### config.mk
export PLATFORM = sky130hd
export DESIGN_NAME = fetch_queue
export DESIGN_NICKNAME = d
export VERILOG_FILES = /design/src/rtl/cpu_pkg.sv /design/src/rtl/fetch_fifo.sv /design/src/rtl/fetch_queue.sv
export SDC_FILE = /design/constraint.sdc
export NUM_CORES = 1
export LEC_CHECK = 0
export BUFFER_PORTS_ARGS = -buffer_cell sky130_fd_sc_hd__clkbuf_2
export CORE_AREA = 10 10 154 227
export CTS_BUF_LIST = sky130_fd_sc_hd__clkbuf_16
export DETAILED_ROUTE_END_ITERATION = 16
export DIE_AREA = 0 0 164 237
export HOLD_SLACK_MARGIN = 0.15
export SYNTH_ARGS = -nofsm -noshare
export SYNTH_HDL_FRONTEND = slang
export SYNTH_SLANG_ARGS = --single-unit
### constraint.sdc
create_clock -name clk_i -period 3.9 [get_ports clk_i]
set_input_delay 1.17 -clock clk_i [delete_from_list [all_inputs] [get_ports clk_i]]
set_output_delay 1.17 -clock clk_i [all_outputs]
set_load 0.02 [all_outputs]
### src/rtl/cpu_pkg.sv
// Shared types and constants for the instruction fetch path.
package cpu_pkg;

    typedef logic [31:0] word_t;

    localparam word_t NOP_INSTR = {4'b1110, 28'b0};

    typedef enum logic {
        RUN,
        DRAIN
    } fetch_state_e;

    typedef struct packed {
        word_t instr;
        word_t pc;
    } fetch_entry_t;

endpackage

### src/rtl/fetch_fifo.sv
// Instruction/PC buffer for the fetch queue: circular storage with wrapping
// pointers, an occupancy count and a single-cycle flush.
module fetch_fifo
    import cpu_pkg::*;
#(
    parameter int DEPTH = 4,
    parameter int CW    = $clog2(DEPTH) + 1
) (
    input  logic          clk_i,
    input  logic          rst_n_i,
    input  logic          push,
    input  logic          pop,
    input  logic          flush,
    input  fetch_entry_t  push_data,
    output fetch_entry_t  head,
    output logic          full,
    output logic          empty,
    output logic [CW-1:0] count
);

    localparam int AW = $clog2(DEPTH);

    fetch_entry_t  mem [DEPTH];
    logic [AW-1:0] wr_ptr;
    logic [AW-1:0] rd_ptr;

    // NOTE: state registers use non-blocking assignments so every flop samples
    // the pre-edge values regardless of statement order.
    always_ff @(posedge clk_i or negedge rst_n_i) begin
        if (!rst_n_i) begin
            wr_ptr <= '0;
            rd_ptr <= '0;
            count  <= '0;
        end else if (flush) begin
            wr_ptr <= '0;
            rd_ptr <= '0;
            count  <= '0;
        end else begin
            if (push) wr_ptr <= wr_ptr + AW'(1);
            if (pop)  rd_ptr <= rd_ptr + AW'(1);
            case ({push, pop})
                2'b10:   count <= count + CW'(1);
                2'b01:   count <= count - CW'(1);
                default: count <= count;
            endcase
        end
    end

    // NOTE: storage is deliberately not reset; validity is tracked solely by
    // count, so stale words are never observed and the array stays plain RAM.
    always_ff @(posedge clk_i) begin
        if (push && !flush) mem[wr_ptr] <= push_data;
    end

    assign head  = mem[rd_ptr];
    assign full  = (count == CW'(DEPTH));
    assign empty = (count == '0);

endmodule

### src/rtl/fetch_queue.sv
// Instruction prefetch queue feeding the IF/ID register: sequential req/ack
// fetches, redirect/drain handling, FIFO buffering. FETCHQ_BYPASS_EN enables
// the same-cycle empty-queue bypass.
module fetch_queue
    import cpu_pkg::*;
#(
    parameter int    DEPTH    = 4,
    parameter word_t RESET_PC = 32'h0000_0000,
    parameter int    PC_STEP  = 4
) (
    input  logic  clk_i,
    input  logic  rst_n_i,
    input  logic  redirect_i,
    input  word_t redirect_pc_i,
    input  logic  stall_i,
    output logic  imem_req_o,
    output word_t imem_addr_o,
    input  logic  imem_ack_i,
    input  word_t imem_data_i,
    output word_t instr_o,
    output word_t instr_pc_o,
    output logic  instr_valid_o
);

    localparam int CW = $clog2(DEPTH) + 1;

    fetch_state_e  state, state_d;
    logic          req_d;
    word_t         addr_d;
    word_t         pend_pc, pend_pc_d;
    logic          xfer, pending, push, pop, bypass;
    logic          full, empty;
    logic [CW-1:0] count, count_next;
    fetch_entry_t  head;

    assign xfer    = imem_req_o && imem_ack_i;
    assign pending = imem_req_o && !imem_ack_i;

`ifdef FETCHQ_BYPASS_EN
    assign bypass = empty && (state == RUN) && !redirect_i && xfer;
`else
    assign bypass = 1'b0;
`endif

    // A bypassed word that decode accepts immediately never enters the FIFO.
    assign pop        = !empty && !stall_i && !redirect_i;
    assign push       = xfer && (state == RUN) && !redirect_i && !(bypass && !stall_i);
    assign count_next = redirect_i ? '0 : count + CW'(push) - CW'(pop);

    fetch_fifo #(
        .DEPTH (DEPTH),
        .CW    (CW)
    ) u_fifo (
        .clk_i     (clk_i),
        .rst_n_i   (rst_n_i),
        .push      (push),
        .pop       (pop),
        .flush     (redirect_i),
        .push_data ('{instr: imem_data_i, pc: imem_addr_o}),
        .head      (head),
        .full      (full),
        .empty     (empty),
        .count     (count)
    );

    always_comb begin
        instr_valid_o = !empty;
        instr_o       = empty ? NOP_INSTR : head.instr;
        instr_pc_o    = empty ? '0 : head.pc;
        if (bypass) begin
            instr_valid_o = 1'b1;
            instr_o       = imem_data_i;
            instr_pc_o    = imem_addr_o;
        end
    end

    // NOTE: every signal assigned here gets a default first, so no path can
    // leave one unassigned and infer a latch.
    always_comb begin
        state_d   = state;
        req_d     = imem_req_o;
        addr_d    = imem_addr_o;
        pend_pc_d = pend_pc;
        case (state)
            RUN: begin
                if (redirect_i) begin
                    if (pending) begin
                        state_d   = DRAIN;
                        pend_pc_d = redirect_pc_i;
                    end else begin
                        req_d  = 1'b1;
                        addr_d = redirect_pc_i;
                    end
                end else if (!pending) begin
                    if (xfer) addr_d = imem_addr_o + word_t'(PC_STEP);
                    req_d = (int'(count_next) < DEPTH);
                end
            end
            DRAIN: begin
                // The in-flight word belongs to the old path; wait it out, then restart.
                if (xfer) begin
                    state_d = RUN;
                    req_d   = 1'b1;
                    addr_d  = redirect_i ? redirect_pc_i : pend_pc;
                end else if (redirect_i) begin
                    pend_pc_d = redirect_pc_i;
                end
            end
            default: state_d = RUN;
        endcase
    end

    always_ff @(posedge clk_i or negedge rst_n_i) begin
        if (!rst_n_i) begin
            state       <= RUN;
            imem_req_o  <= 1'b0;
            imem_addr_o <= RESET_PC;
            pend_pc     <= '0;
        end else begin
            state       <= state_d;
            imem_req_o  <= req_d;
            imem_addr_o <= addr_d;
            pend_pc     <= pend_pc_d;
        end
    end

    a_no_overflow: assert property (@(posedge clk_i) disable iff (!rst_n_i)
        !(push && full && !pop));

endmodule

## Word level (Yosys, flattened, before mapping)

Memories as Yosys holds them, arrays and structs flattened.
Cells that the tools add are included.
Widths: inputs -> output; s select.

- Word-level logic and storage cells: 74
- Memory bits (writable): 256
- Bits of input ports: 69
- Output and inout bits: 98
- Bits in registers: 73
- Memories: 1

- Bitwise logic cells: 1
- Muxes and demuxes: 31
- Add/subtract/negate cells: 7
- Reduce and logical (&&, ||, !) cells: 18
- Equality and inequality tests: 8
- Magnitude comparators: 1

Memories:

| memory | depth | width | rd ports | clocked after memory_dff | wr ports | line | RTL |
|---|---|---|---|---|---|---|---|
| u_fifo.mem | 4 | 64 | 1 | 0 | 1 | fetch_fifo.sv:23 | `fetch_entry_t mem [DEPTH];` |

Operators by type and width:

| kind | count |
|---|---|
| $mux 32 | 11 |
| $pmux 32 s2 | 2 |
| $add 32x3->32 const B | 1 |
| $mux 1 | 9 |
| $mux 2 | 4 |
| $ne 2x2->1 const B | 4 |
| $logic_and 1x1->1 | 7 |
| $mux 3 | 2 |
| $pmux 3 s2 | 1 |
| $reduce_and 3->1 | 2 |
| $add 2x1->2 const B | 2 |
| $logic_not 1->1 | 4 |
| $pmux 1 s2 | 2 |
| $reduce_bool 2->1 | 2 |
| $add 3x1->3 | 1 |
| $add 3x1->3 const B | 1 |
| $logic_not 3->1 | 1 |
| $lt 3x3->1 const B | 1 |
| $ne 3x3->1 const B | 1 |
| $reduce_bool 3->1 | 1 |
| $sub 3x1->3 | 1 |
| $sub 3x1->3 const B | 1 |
| $eq 2x1->1 const B | 1 |
| $eq 2x2->1 const B | 1 |
| other kinds (3) | 3 |

## Longest topological paths before layout

Gate-level depths: netlist of the first run.

- Depth in word-level cells: 10
- Mapped depth: 10
- Mapped depth without buffers: 8

## Hierarchy

From an unflattened synthesis of the first run, not the netlist that was laid out.

- Cell total of the unflattened synthesis: 844
- Area total of the unflattened synthesis: 13922.1 µm²

By module, submodules not included:

| module | sequential area each (µm²) | instances | cells an instance | area each (µm²) |
|---|---|---|---|---|
| fetch_fifo | 7862.5 | 1 | 377 | 9669.3 |
| fetch_queue | 1651.6 | 1 | 467 | 4252.8 |

## Worst setup path after synthesis of the first run

OpenSTA, ideal clock, no wires.

- Path type: input-to-reg
- Start point: input redirect_i
- End point: memory u_fifo.mem[1][0] (netlist name), enable pin
- Buffers on the path: 1
- Path slack: 0.115 ns
- Cell stages on the path: 3
- Library setup time: 0.429 ns
- Data arrival time: 3.356 ns
- Data required time: 3.471 ns
- Path through: clkbuf_1 -> nor3_1 -> and2_1

- Cells in the longest elaborated chain, start to end: 5

Ends and longest elaborated chain:

| element | line | RTL |
|---|---|---|
| start, declared | fetch_queue.sv:13 | `input logic redirect_i,` |
| $logic_not 1->1 (*) | fetch_fifo.sv:52, fetch_queue.sv:47 |  |
| $logic_and 1x1->1 | fetch_queue.sv:47 | `assign push = xfer && (state == RUN) && !redirect_i && !(bypass && !stall_i);` |
| $logic_and 1x1->1 (*) | fetch_fifo.sv:52 | `if (push && !flush) mem[wr_ptr] <= push_data;` |
| $mux 1 (*) | fetch_fifo.sv:52 |  |
| $mux 1 (not written as such) (*) | fetch_fifo.sv:52 |  |
| end, declared | fetch_fifo.sv:23 |  |

Mark *: on every way between the ends. The rest lies on a longest branch, timed or not.

## Worst setup path after layout of the first run

- Start point: register u_fifo.rd_ptr[0]
- End point: output instr_o[29]

- Cells in the longest elaborated chain, start to end: 2

Ends and longest elaborated chain:

| element | line | RTL |
|---|---|---|
| start, declared | fetch_fifo.sv:25 | `logic [AW-1:0] rd_ptr;` |
| start signal, assigned | fetch_fifo.sv:40 | `if (pop) rd_ptr <= rd_ptr + AW'(1);` |
| $mem_v2 4x64 | - |  |
| $mux 32 | fetch_queue.sv:68 | `instr_o = empty ? NOP_INSTR : head.instr;` |
| end, declared | fetch_queue.sv:20 | `output word_t instr_o,` |

No other way between the ends.

==> results of run 1 <==
-- metrics by stage --
stage	setup slack (ns)	power [mW]	area [um^2]	utilization, %
after floorplan	0.1151	8.074	13710	-
after global placement	0.7581	9.739	15220	49.35
after detailed placement	0.7081	9.779	15220	49.35
after CTS	0.3656	13.20	16390	53.14
after global routing	0.3107	13.71	16390	53.14
final	0.4241	12.99	16390	53.14
-- placed cells by master (no fill, tap or decap), drive strengths merged, types with 24 or more instances in the layout --
cell,instances
mux4,64
buf,24
o21ai,31
dfrtp,73
a21oi,35
edfxtp,256
mux2,32
and2,67
clkbuf,196
nor2,34
nand2,36
-- power groups by stage --
stage	clock (mW)	combinational [mW]	sequential (mW)
detailed placement	0	4.40	5.38
global route	3.61	4.71	5.39
CTS	3.48	4.42	5.30
global placement	0	4.39	5.34
floorplan	0	2.79	5.28
finish	3.40	4.30	5.29
-- registers in the layout, summed over array words and instances (netlist names) --
name,count
u_fifo.mem,256
imem_addr_o,32
pend_pc,32
u_fifo.count,3
u_fifo.rd_ptr,2
u_fifo.wr_ptr,2
imem_req_o,1
state,1
-- cells by family after synthesis --
logic type      Yosys count
flops                   329
simple gates            202
compound gates          129
mux                      99
buf+inv                  57
xor+xnor                 10
fa+ha+maj                 8
-- worst min-delay path by stage --
stage / slack, ns / to / start
2_1_floorplan: 0.47 / pend_pc[0]$_DFFE_PN0P_ / pend_pc[0]$_DFFE_PN0P_
3_3_place_gp: 0.49 / pend_pc[27]$_DFFE_PN0P_ / pend_pc[27]$_DFFE_PN0P_
3_5_place_dp: 0.49 / pend_pc[1]$_DFFE_PN0P_ / pend_pc[1]$_DFFE_PN0P_
4_1_cts: 0.50 / pend_pc[1]$_DFFE_PN0P_ / pend_pc[1]$_DFFE_PN0P_
5_1_grt: 0.51 / pend_pc[1]$_DFFE_PN0P_ / pend_pc[1]$_DFFE_PN0P_
6_report: 0.50 / pend_pc[1]$_DFFE_PN0P_ / pend_pc[1]$_DFFE_PN0P_
-- layout make-up --
| class | instances | area share [%] |
|---|---|---|
| clock buffer | 31 | 4.734 |
| sequential | 329 | 58.10 |
| timing repair buffer | 189 | 7.040 |
| multi-input combinational | 448 | 24.39 |
| clock inverter | 25 | 2.390 |
| tap | 405 | 3.092 |
| inverter | 11 | 0.2520 |
-- per-layer routing --
layer / GRT usage [%] / vias to the layer above
met4: 4.073 / 0
met2: 28.45 / 194
met5: 0 / -
li1: - / 3628
met1: 20.37 / 4109
met3: 2.362 / 32
-- worst register-to-register path, cell delays in order (launching register included) --
cell and delay, ns:
dfrtp_1 0.55, nand2_1 0.34, nor3_1 0.53, buf_4 0.24
and2_4 0.31, buf_12 0.26
==> summary.md, run 1 <==
| Metric | Value |
|---|---|
| Sequential share of power | 40.7% |
| Max H-tree Level | 1 |
| Non-Filler Instances | 1,438 |
| Total CTS buffers | 30 |
| Slowest cell delay on critical path | 0.57 ns |
| Syn Area/Cell | 16.44 um^2 |
| Commonest cells in the netlist | edfxtp_1, dfrtp_1, and2_1 |
| CTS tree | yes |
| HP Class | flop to flop |
| Worst EP arrival | 2.31 ns |
| Max_slew headroom | around two fifths |
| Fill cells | 2,565 |
| # resized after CTS | 0 |
| Worst skew pair latency | 0.56 ns |
| Gr ovfl total | 0 |
| Total track usage | 16.17% |
| Flops & latches, synth | 329 |
| CP startpoint | u_fifo.rd_ptr[0]$_DFFE_PN0P_ |
| Core ar. | 30,840 um^2 |
| Pre-antenna DRT Iters | 5 |
| Xor and xnor area share after synthesis | less than 1% |
| Reg2Reg Launch Point | imem_req_o$_DFFE_PN0P_ |
| First-pass GRT wire length | 49,450 um |
| DRC errors left | 0 |
| Starting DRC count in detailed routing | 453 |
| Clock Tree Root | clkbuf_16 |
| Static Leak | 5.886 nW |
| Die Ht | between 200 and 250 um |
| Area of the multi-input gates | 3996 um^2 |
| Row cnt | just under 80 |
| Worst path slowest cell | mux4_2 |
| YS warnings | 0 |
| Final nets | 1,086 |
| Hold-critical path depth | 1 |
| Status | complete, no violations |
| Starting Density | 44.45% |
| Largest net degree at the start of global routing | 65 |
| Placed Cells incl. Taps | 1,382 |
| Worst Path Required | 2.73 ns |
| Hold Fails Final Rpt | 0 |
| Post-layout min period | 3.476 ns |
| Clock skew | 0.01465 ns |
| Largest family of logic cells by synthesized area | multiplexers |
| CP Capture Type | primary output |
| Antenna viol nets, final | 0 |
| Yosys top cell by area | edfxtp_1 |
| Number of global-route vias before repair | 8,368 |
| Fraction of the mapped netlist area in adder cells | 0.7850% |
| Die area | 38,870 um^2 |
| DR WL met3 | 1451 um |
| Clock Tree Buf Depth | 3 |
| Final setup fails | 0 |
| Levels on crit path | 4 |
| Maximum clock rate | approximately 0.29 GHz |
| Simple-gate share of the synthesized area | slightly above 8% |
| Complex-gate fraction of the synthesized area | between 5 and 6% |
| Number of synthesized flops with an enable pin | 256 |
| VDD IR max | 0.0004199 V |
| CTS clock-pin slew for the worst setup and hold paths | 0.07 ns |
| Via density | 5.538 |
| Synth Instances | 834 |
| Routability congestion estimate | 0.8063 |
| Seq/Total Area, Yosys | 69.40% |
| Reg2reg path depth | 5 |
| Cts hold-fix bufs | 0 |
| Layout area overhead | 19.54% |
| P_sw | 4.493 mW |
| Critical Path End | instr_o[29] |
| Wire per inst | 21.89 um |
| Net Sw Frac | 34.58% |
| Share of cells above drive strength 1 | between 30% and 40% |
| Most frequent cell after synthesis | edfxtp_1 |
| Final WL | around 31,000 um |
| Internal power | 8.500 mW |
| Crit path cell chain | buf_12 > mux4_2 > or2_2 > clkbuf_2 |
| Die Wd | ~160 um |
| Critical setup path kind | flop to primary output |
| Num Clock Sinks | 329 |
| Cell family with most CP delay | multiplexers |
| Initial antenna violation count | 0 |
| Count of input and output buffers | around 170 |
| Hold slack | 0.5013 ns |
| Reg area | 9522 um^2 |
| DR vias | about 8,000 |
| Part of the cycle the worst path needs | 89.13% |
| Reg2Reg Setup Slack | 1.33 ns |
| Post-synth ARST share | ~22% |
| Largest cells by area after synthesis | edfxtp_1, dfrtp_1, mux4_2 |
| Worst-Margin Slew | 0.9161 ns |
| N_diodes | 0 |
| Clk pwr share | 26.2% |
| Met2 WL | 16,610 um |
| Mux cell area share after synthesis | 13.36% |
| Post-synthesis cell type count | 60 |
| Max cap viols | 0 |
| Buffer and inverter count on the worst path | 2 |
| Setup Buffers After CTS | 0 |
| RSZ-0062 raised after global routing | false |
| Cell area after synthesis | 13,710 um^2 |
| Setup TNS | 0 ns |
| Max layer used | met4 |
| Ys flop type | edfxtp_1 |
| Worst-path maximum fanout | 34 |
| Hpwl dp | 20,540 um |
| Critical path launch point type | flop |
| Met1 Wirelength | 12,890 um |
| Power Density | 792.9 nW/um^2 |
| Max Transition Viols Final | 0 |
| Yosys top cell area share | 56.08% |
| Syn_nets | 911 |
| Top Ports | 167 |
| Comb pwr share | 33.1% |
| FF-to-FF End | u_fifo.mem[0][26]$_DFFE_PP_ |
No activity file was read; power rests on OpenSTA's default activity.
==> run 2, diff against run 1 <==
- RECOVER_POWER: default -> 100
==> run 2 against run 1 <==
Routed wire length increased by 0.38%. Sequential power about the same. The run now ends with max-capacitance violations, max-slew violations left. Combinational power decreased by 4%. Count of clock-buffer cells in the layout unchanged. Sequential share of layout area increased by 0.91 points. Cell count unchanged.
==> summary.md, run 2 (synthesis results as in run 1) <==
| Metric | Value |
|---|---|
| Hold Fails Final Rpt | 0 (unchanged) |
| Part of the cycle the worst path needs | 90.11% (+0.98 points) |
| Most flops, register | u_fifo.mem |
| Hpwl dp | 20,540 um (unchanged) |
| Post-layout min period | 3.514 ns (+0.03841 ns) |
| Final setup fails | 0 (unchanged) |
| Top Ports | 167 (unchanged) |
| Critical path launch point type | primary input |
| Reg2Reg Launch Point | imem_req_o$_DFFE_PN0P_ |
| Worst Path Required | 4.34 ns (+1.61 ns) |
| Worst skew pair latency | 0.56 ns (about the same) |
| P_sw | 4.485 mW (-0.17%) |
| Starting Density | 44.45% (unchanged) |
| Final WL | 31,600 um (+0.38%) |
| Routability congestion estimate | 0.8063 (unchanged) |
| Die Wd | 164 um (unchanged) |
| Setup Buffers After CTS | 0 (unchanged) |
| Critical setup path kind | primary input to flop |
| Power Density | 795.8 nW/um^2 (+0.37%) |
| Cts hold-fix bufs | 0 (unchanged) |
| Max_slew headroom | -33.20% (-72 points) |
| Row cnt | 79 (unchanged) |
| Number of global-route vias before repair | 8,368 (unchanged) |
| DR vias | 7,923 (-0.50%) |
| Worst-path maximum fanout | 30 (-12%) |
| Worst-Margin Slew | 1.980 ns (+1.064 ns) |
| Sequential share of power | 41.2% (+0.5 points) |
| Setup TNS | 0 ns (unchanged) |
| Layout area overhead | 17.69% |
| Total track usage | 16.17% (unchanged) |
| Net Sw Frac | 34.93% (+0.36 points) |
| Status | finished, violations left |
| CP Capture Type | flop |
| WHS Endpoint | pend_pc[1]$_DFFE_PN0P_ |
| Worst EP arrival | 3.96 ns (+1.65 ns) |
| Max cap viols | 2 (+2) |
| Count of input and output buffers | 166 (unchanged) |
| Commonest non-fill, non-tap cell in the layout | edfxtp_1 |
| # resized after CTS | 0 (unchanged) |
| Num Clock Sinks | 329 (unchanged) |
| Die area | 38,870 um^2 (unchanged) |
| Antenna viol nets, final | 0 (unchanged) |
| Final nets | 1,086 (unchanged) |
| Failing checks | max-capacitance violations, max-slew violations |
| Clock skew | 0.01507 ns (+0.0004174 ns) |
| RSZ-0062 raised after global routing | false |
| Maximum clock rate | 0.2846 GHz (-1.1%) |
| N_diodes | 0 (unchanged) |
| First-pass GRT wire length | 49,450 um (unchanged) |
| Reg2Reg Setup Slack | 0.60 ns (-0.73 ns) |
| Max Transition Viols Final | 49 (+49) |
| DRC errors left | 0 (unchanged) |
| Clk pwr share | 26.5% (+0.3 points) |
| Wire per inst | 21.97 um (+0.38%) |
| Initial antenna violation count | 0 (unchanged) |
| Max reg flops | 256 (unchanged) |
| Core ar. | 30,840 um^2 (unchanged) |
| Share of cells above drive strength 1 | 23.72% (-11 points) |
| Most frequent cells in the layout | edfxtp_1, clkbuf_1, dfrtp_1, clkbuf_2, mux4_2 |
| Pre-antenna DRT Iters | 4 (-1) |
| Gr ovfl total | 0 (unchanged) |
| CTS clock-pin slew for the worst setup and hold paths | 0.07 ns (about the same) |
| Final core utilization | 52.31% (-0.82 points) |
| Min-delay src | pend_pc[1]$_DFFE_PN0P_ |
| VDD IR max | 0.0004195 V (-0.11%) |
| Clock Tree Buf Depth | 3 (unchanged) |
| Die Ht | 237 um (unchanged) |
| Largest net degree at the start of global routing | 65 (unchanged) |
| Biggest regs | u_fifo.mem: 256 flops, imem_addr_o: 32 flops, pend_pc: 32 flops |
| Internal power | 8.353 mW (-1.7%) |
| Reg2reg path depth | 5 (unchanged) |
| Via density | 5.510 (-0.50%) |
| Hold-critical path depth | 1 (unchanged) |
| Clock Tree Root | clkbuf_16 |
| Max H-tree Level | 1 (unchanged) |
| Static Leak | 5.505 nW (-6.5%) |
| FF-to-FF End | u_fifo.mem[1][26]$_DFFE_PP_ |
| Total CTS buffers | 30 (unchanged) |
| HP Class | flop to flop |
| Comb pwr share | 32.3% (-0.8 points) |
| CTS tree | yes |
| Starting DRC count in detailed routing | 457 (+0.88%) |
-- run 2: stage by stage --
| stage | setup WS (ns) | instance area, um^2 | total power [mW] | hold WS, ns | cells |
|---|---|---|---|---|---|
| final | 0.3857 | 16130 | 12.84 | 0.5001 | 1438 |
| after global placement | 0.7581 | 15220 | 9.739 | 0.4877 | 1382 |
| after CTS | 0.3656 | 16390 | 13.20 | 0.5046 | 1438 |
| after global routing | 0.1863 | 16130 | 13.55 | 0.5096 | 1438 |
| after floorplan | 0.1151 | 13710 | 8.074 | 0.4712 | 834 |
| after detailed placement | 0.7081 | 15220 | 9.779 | 0.4888 | 1382 |
-- run 2: routing by layer --
metal  part of all wire, %  track usage, %  routed length, um
met1                    41           20.37              12990
met2                    53           28.45              16660
met3                   4.6           2.362               1454
met4                   1.6           4.073                500
met5                     0               0                  0
-- run 2: power groups by stage --
stage / sequential [mW] / combinational [mW] / clock (mW)
final: 5.30 / 4.14 / 3.40
after global routing: 5.39 / 4.56 / 3.61
after CTS: 5.30 / 4.42 / 3.48
after detailed placement: 5.38 / 4.40 / 0
after global placement: 5.34 / 4.39 / 0
after floorplan: 5.28 / 2.79 / 0
-- run 2: worst max path at each step --
stage                                 startpoint                           to  slack [ns]  depth (start not counted)
detailed placement                    imem_ack_i  u_fifo.count[2]$_DFFE_PN0P_        0.71                          8
global placement                      imem_ack_i  u_fifo.count[2]$_DFFE_PN0P_        0.76                          8
CTS                 u_fifo.rd_ptr[0]$_DFFE_PN0P_                  instr_o[29]        0.37                          4
finish                                redirect_i  imem_addr_o[30]$_DFFE_PN0P_        0.39                          6
global route                          redirect_i      pend_pc[20]$_DFFE_PN0P_        0.19                          5
floorplan                             redirect_i   u_fifo.mem[1][0]$_DFFE_PP_        0.12                          3
-- run 2: layout make-up --
cell class	count	area, um^2
clock buffer	31	775.7
clock inverter	25	391.6
fill	2625	14710
inverter	11	41.29
multi-input combinational	448	3970
sequential	329	9522
tap	405	506.7
timing repair buffer	189	925.9
-- run 2: critical path, stage by stage --
cell and delay, ns:
clkbuf_2 0.28, clkbuf_1 1.17, nor2b_1 0.46, a22oi_1 0.32, nor2_1 0.09, or3_1 0.44
==> run 3, diff against run 2 <==
==> constraint.sdc (replaced) <==
create_clock -name clk_i -period 3.9 [get_ports clk_i]
set_input_delay 0.78 -clock clk_i [delete_from_list [all_inputs] [get_ports clk_i]]
set_output_delay 0.78 -clock clk_i [all_outputs]
set_load 0.02 [all_outputs]
==> run 3 against run 2 <==
The run still ends with max-capacitance violations, max-slew violations left. Die area unchanged. Cell area decreased by 1.3%. Hold slack got worse by 0.058 ns. Combinational power decreased by 2%. Global-route usage increased by 0.80 points. Worst setup slack improved by 0.17 ns. Clock power decreased by 11%. Via count increased by 1.4%. Register-to-register slack about the same. Sequential share of layout area increased by 0.74 points. Maximum frequency increased by 5.0%. Power decreased by 2.9%. Largest power group unchanged. Highest routed layer unchanged.
==> summary.md, run 3 (synthesis results as in run 1) <==
| Metric | Value |
|---|---|
| Status | finished, violations left |
| Failing checks | max-capacitance violations, max-slew violations |
| Slowest cell delay on critical path | 0.73 ns (-0.44 ns) |
| Crit path cell chain | buf_12 > mux4_2 > and2_1 > clkbuf_1 |
| Comb pwr share | 32.6% (+0.3 points) |
| Pwr Total | 12.46 mW (-2.9%) |
| Final setup fails | 0 (unchanged) |
| Antenna viol nets, final | 0 (unchanged) |
| Starting DRC count in detailed routing | 460 (+0.66%) |
| Max cap viols | 3 (+1) |
| Largest net degree at the start of global routing | 74 (+14%) |
| Num Clock Sinks | 329 (unchanged) |
| Non-Filler Instances | 1,441 (+0.21%) |
| Worst-Margin Slew | 1.920 ns (-0.05975 ns) |
| Worst-path maximum fanout | 28 (-6.7%) |
| Worst path slowest cell | dfrtp_2 |
| Setup TNS | 0 ns (unchanged) |
| Hold Fails Final Rpt | 0 (unchanged) |
| Most frequent cells in the layout | edfxtp_1, clkbuf_1, dfrtp_1 |
| Commonest non-fill, non-tap cell in the layout | edfxtp_1 |
| Sequential share of power | 43.2% (+2.0 points) |
| Number of global-route vias before repair | 8,489 (+1.4%) |
| Top Ports | 167 (unchanged) |
| Worst skew pair latency | 0.59 ns (+0.03 ns) |
| P_sw | 4.550 mW (+1.4%) |
| Critical path launch point type | flop |
| CTS clock-pin slew for the worst setup and hold paths | 0.07 ns (about the same) |
| Final nets | 1,090 (+0.37%) |
| Max H-tree Level | 1 (unchanged) |
| Post-layout min period | 3.348 ns (-0.1668 ns) |
| Most flops, register | u_fifo.mem |
| Routability congestion estimate | 0.8335 (+3.4%) |
| Max_slew headroom | -28.03% (+5.2 points) |
| Maximum clock rate | 0.2987 GHz (+5.0%) |
| Internal power | 7.913 mW (-5.3%) |
| Final WL | 33,080 um (+4.7%) |
| Setup Buffers After CTS | 0 (unchanged) |
| Clk pwr share | 24.2% (-2.3 points) |
| CTS tree | yes |
| Static Leak | 5.380 nW (-2.3%) |
| Worst Path Required | 3.12 ns (-1.22 ns) |
| Part of the cycle the worst path needs | 85.83% (-4.3 points) |
| Total track usage | 16.97% (+0.80 points) |
| Critical setup path kind | flop to primary output |
| Via density | 5.573 (+1.2%) |
| Clock Tree Root | clkbuf_16 |
| Count of input and output buffers | 166 (unchanged) |
| Hpwl dp | 22,690 um (+10%) |
| # resized after CTS | 0 (unchanged) |
| Cts hold-fix bufs | 0 (unchanged) |
| Starting Density | 44.45% (unchanged) |
| First-pass GRT wire length | 51,200 um (+3.6%) |
| Total CTS buffers | 30 (unchanged) |
| Wire per inst | 22.95 um (+4.5%) |
| Die Wd | 164 um (unchanged) |
| Pre-antenna DRT Iters | 5 (+1) |
| Core ar. | 30,840 um^2 (unchanged) |
| Placed Cells incl. Taps | 1,386 (+0.29%) |
| Row cnt | 79 (unchanged) |
| Net Sw Frac | 36.51% (+1.6 points) |
| Die area | 38,870 um^2 (unchanged) |
| Layout area overhead | 16.20% |
| Clock Tree Buf Depth | 3 (unchanged) |
| Initial antenna violation count | 0 (unchanged) |
| Power Density | 782.4 nW/um^2 (-1.7%) |
| VDD IR max | 0.0005288 V (+26%) |
| Max reg flops | 256 (unchanged) |
| Share of cells above drive strength 1 | 21.26% (-2.5 points) |
| DR vias | 8,031 (+1.4%) |
| Max Transition Viols Final | 105 (+110%) |
| Worst EP arrival | 2.57 ns (-1.39 ns) |
| DRC errors left | 0 (unchanged) |
| Clock skew | 0.04087 ns (+0.02580 ns) |
| Gr ovfl total | 0 (unchanged) |
| HP Class | primary input to flop |
| CP Capture Type | primary output |
| RSZ-0062 raised after global routing | false |
| Biggest regs | u_fifo.mem: 256 flops, imem_addr_o: 32 flops, pend_pc: 32 flops |
| Die Ht | 237 um (unchanged) |
-- run 3: critical path: cells and delay by family (launching register included) --
family | cells | cell delay (ns)
mux | 1 | 0.58
buf+inv | 2 | 0.52
simple gates | 1 | 0.19
flops | 1 | 0.73
-- run 3: worst paths after layout --
| kind | to | slack [ns] | cells after the start | startpoint |
|---|---|---|---|---|
| setup / recovery | instr_pc_o[23] | 0.55 | 4 | u_fifo.rd_ptr[0]$_DFFE_PN0P_ |
| hold / removal | pend_pc[11]$_DFFE_PN0P_ | 0.44 | 2 | redirect_pc_i[11] |
| setup reg to reg | u_fifo.mem[2][55]$_DFFE_PP_ | 0.59 | 5 | imem_req_o$_DFFE_PN0P_ |
| hold reg to reg | pend_pc[1]$_DFFE_PN0P_ | 0.51 | 1 | pend_pc[1]$_DFFE_PN0P_ |
| max in group asynchronous | u_fifo.rd_ptr[1]$_DFFE_PN0P_ | 1.73 | 2 | rst_n_i |
| min in group asynchronous | imem_addr_o[26]$_DFFE_PN0P_ | 0.81 | 2 | rst_n_i |
-- run 3: power groups by stage --
stage | logic [mW] | clock network [mW] | registers (mW)
floorplan | 2.79 | 0 | 5.28
global placement | 4.34 | 0 | 5.44
detailed placement | 4.36 | 0 | 5.47
CTS | 4.37 | 3.09 | 5.40
global route | 4.45 | 3.23 | 5.48
finish | 4.07 | 3.01 | 5.38
-- run 3: per-layer routing --
layer / part of all wire, % / vias to the layer above / GRT usage (%)
met5: 0 / - / 0
met4: 2.3 / 0 / 4.942
met3: 4.3 / 46 / 2.536
met2: 53 / 195 / 30.09
met1: 41 / 4154 / 20.82
li1: - / 3636 / -
-- run 3: cell type report --
cell class / instances / area, um^2
Clock buffer: 30 / 750.7
Timing Repair Buffer: 193 / 874.6
Fill cell: 2639 / 14910
Clock inverter: 24 / 264.0
Sequential cell: 329 / 9519
Antenna cell: 1 / 2.502
Inverter: 11 / 41.29
Tap cell: 405 / 506.7
Multi-Input combinational cell: 448 / 3970
-- run 3: per-stage QoR --
| step | setup slack [ns] | instance area [um^2] | hold WS [ns] | utilization [%] |
|---|---|---|---|---|
| after floorplan | 0.5051 | 13710 | 0.4712 | - |
| after global placement | 1.173 | 15160 | 0.4808 | 49.16 |
| after CTS | 0.6030 | 16180 | 0.3968 | 52.45 |
| after global routing | 0.2999 | 15930 | 0.4490 | 51.64 |
| final | 0.5525 | 15930 | 0.4425 | 51.65 |
| after detailed placement | 1.172 | 15160 | 0.4887 | 49.16 |
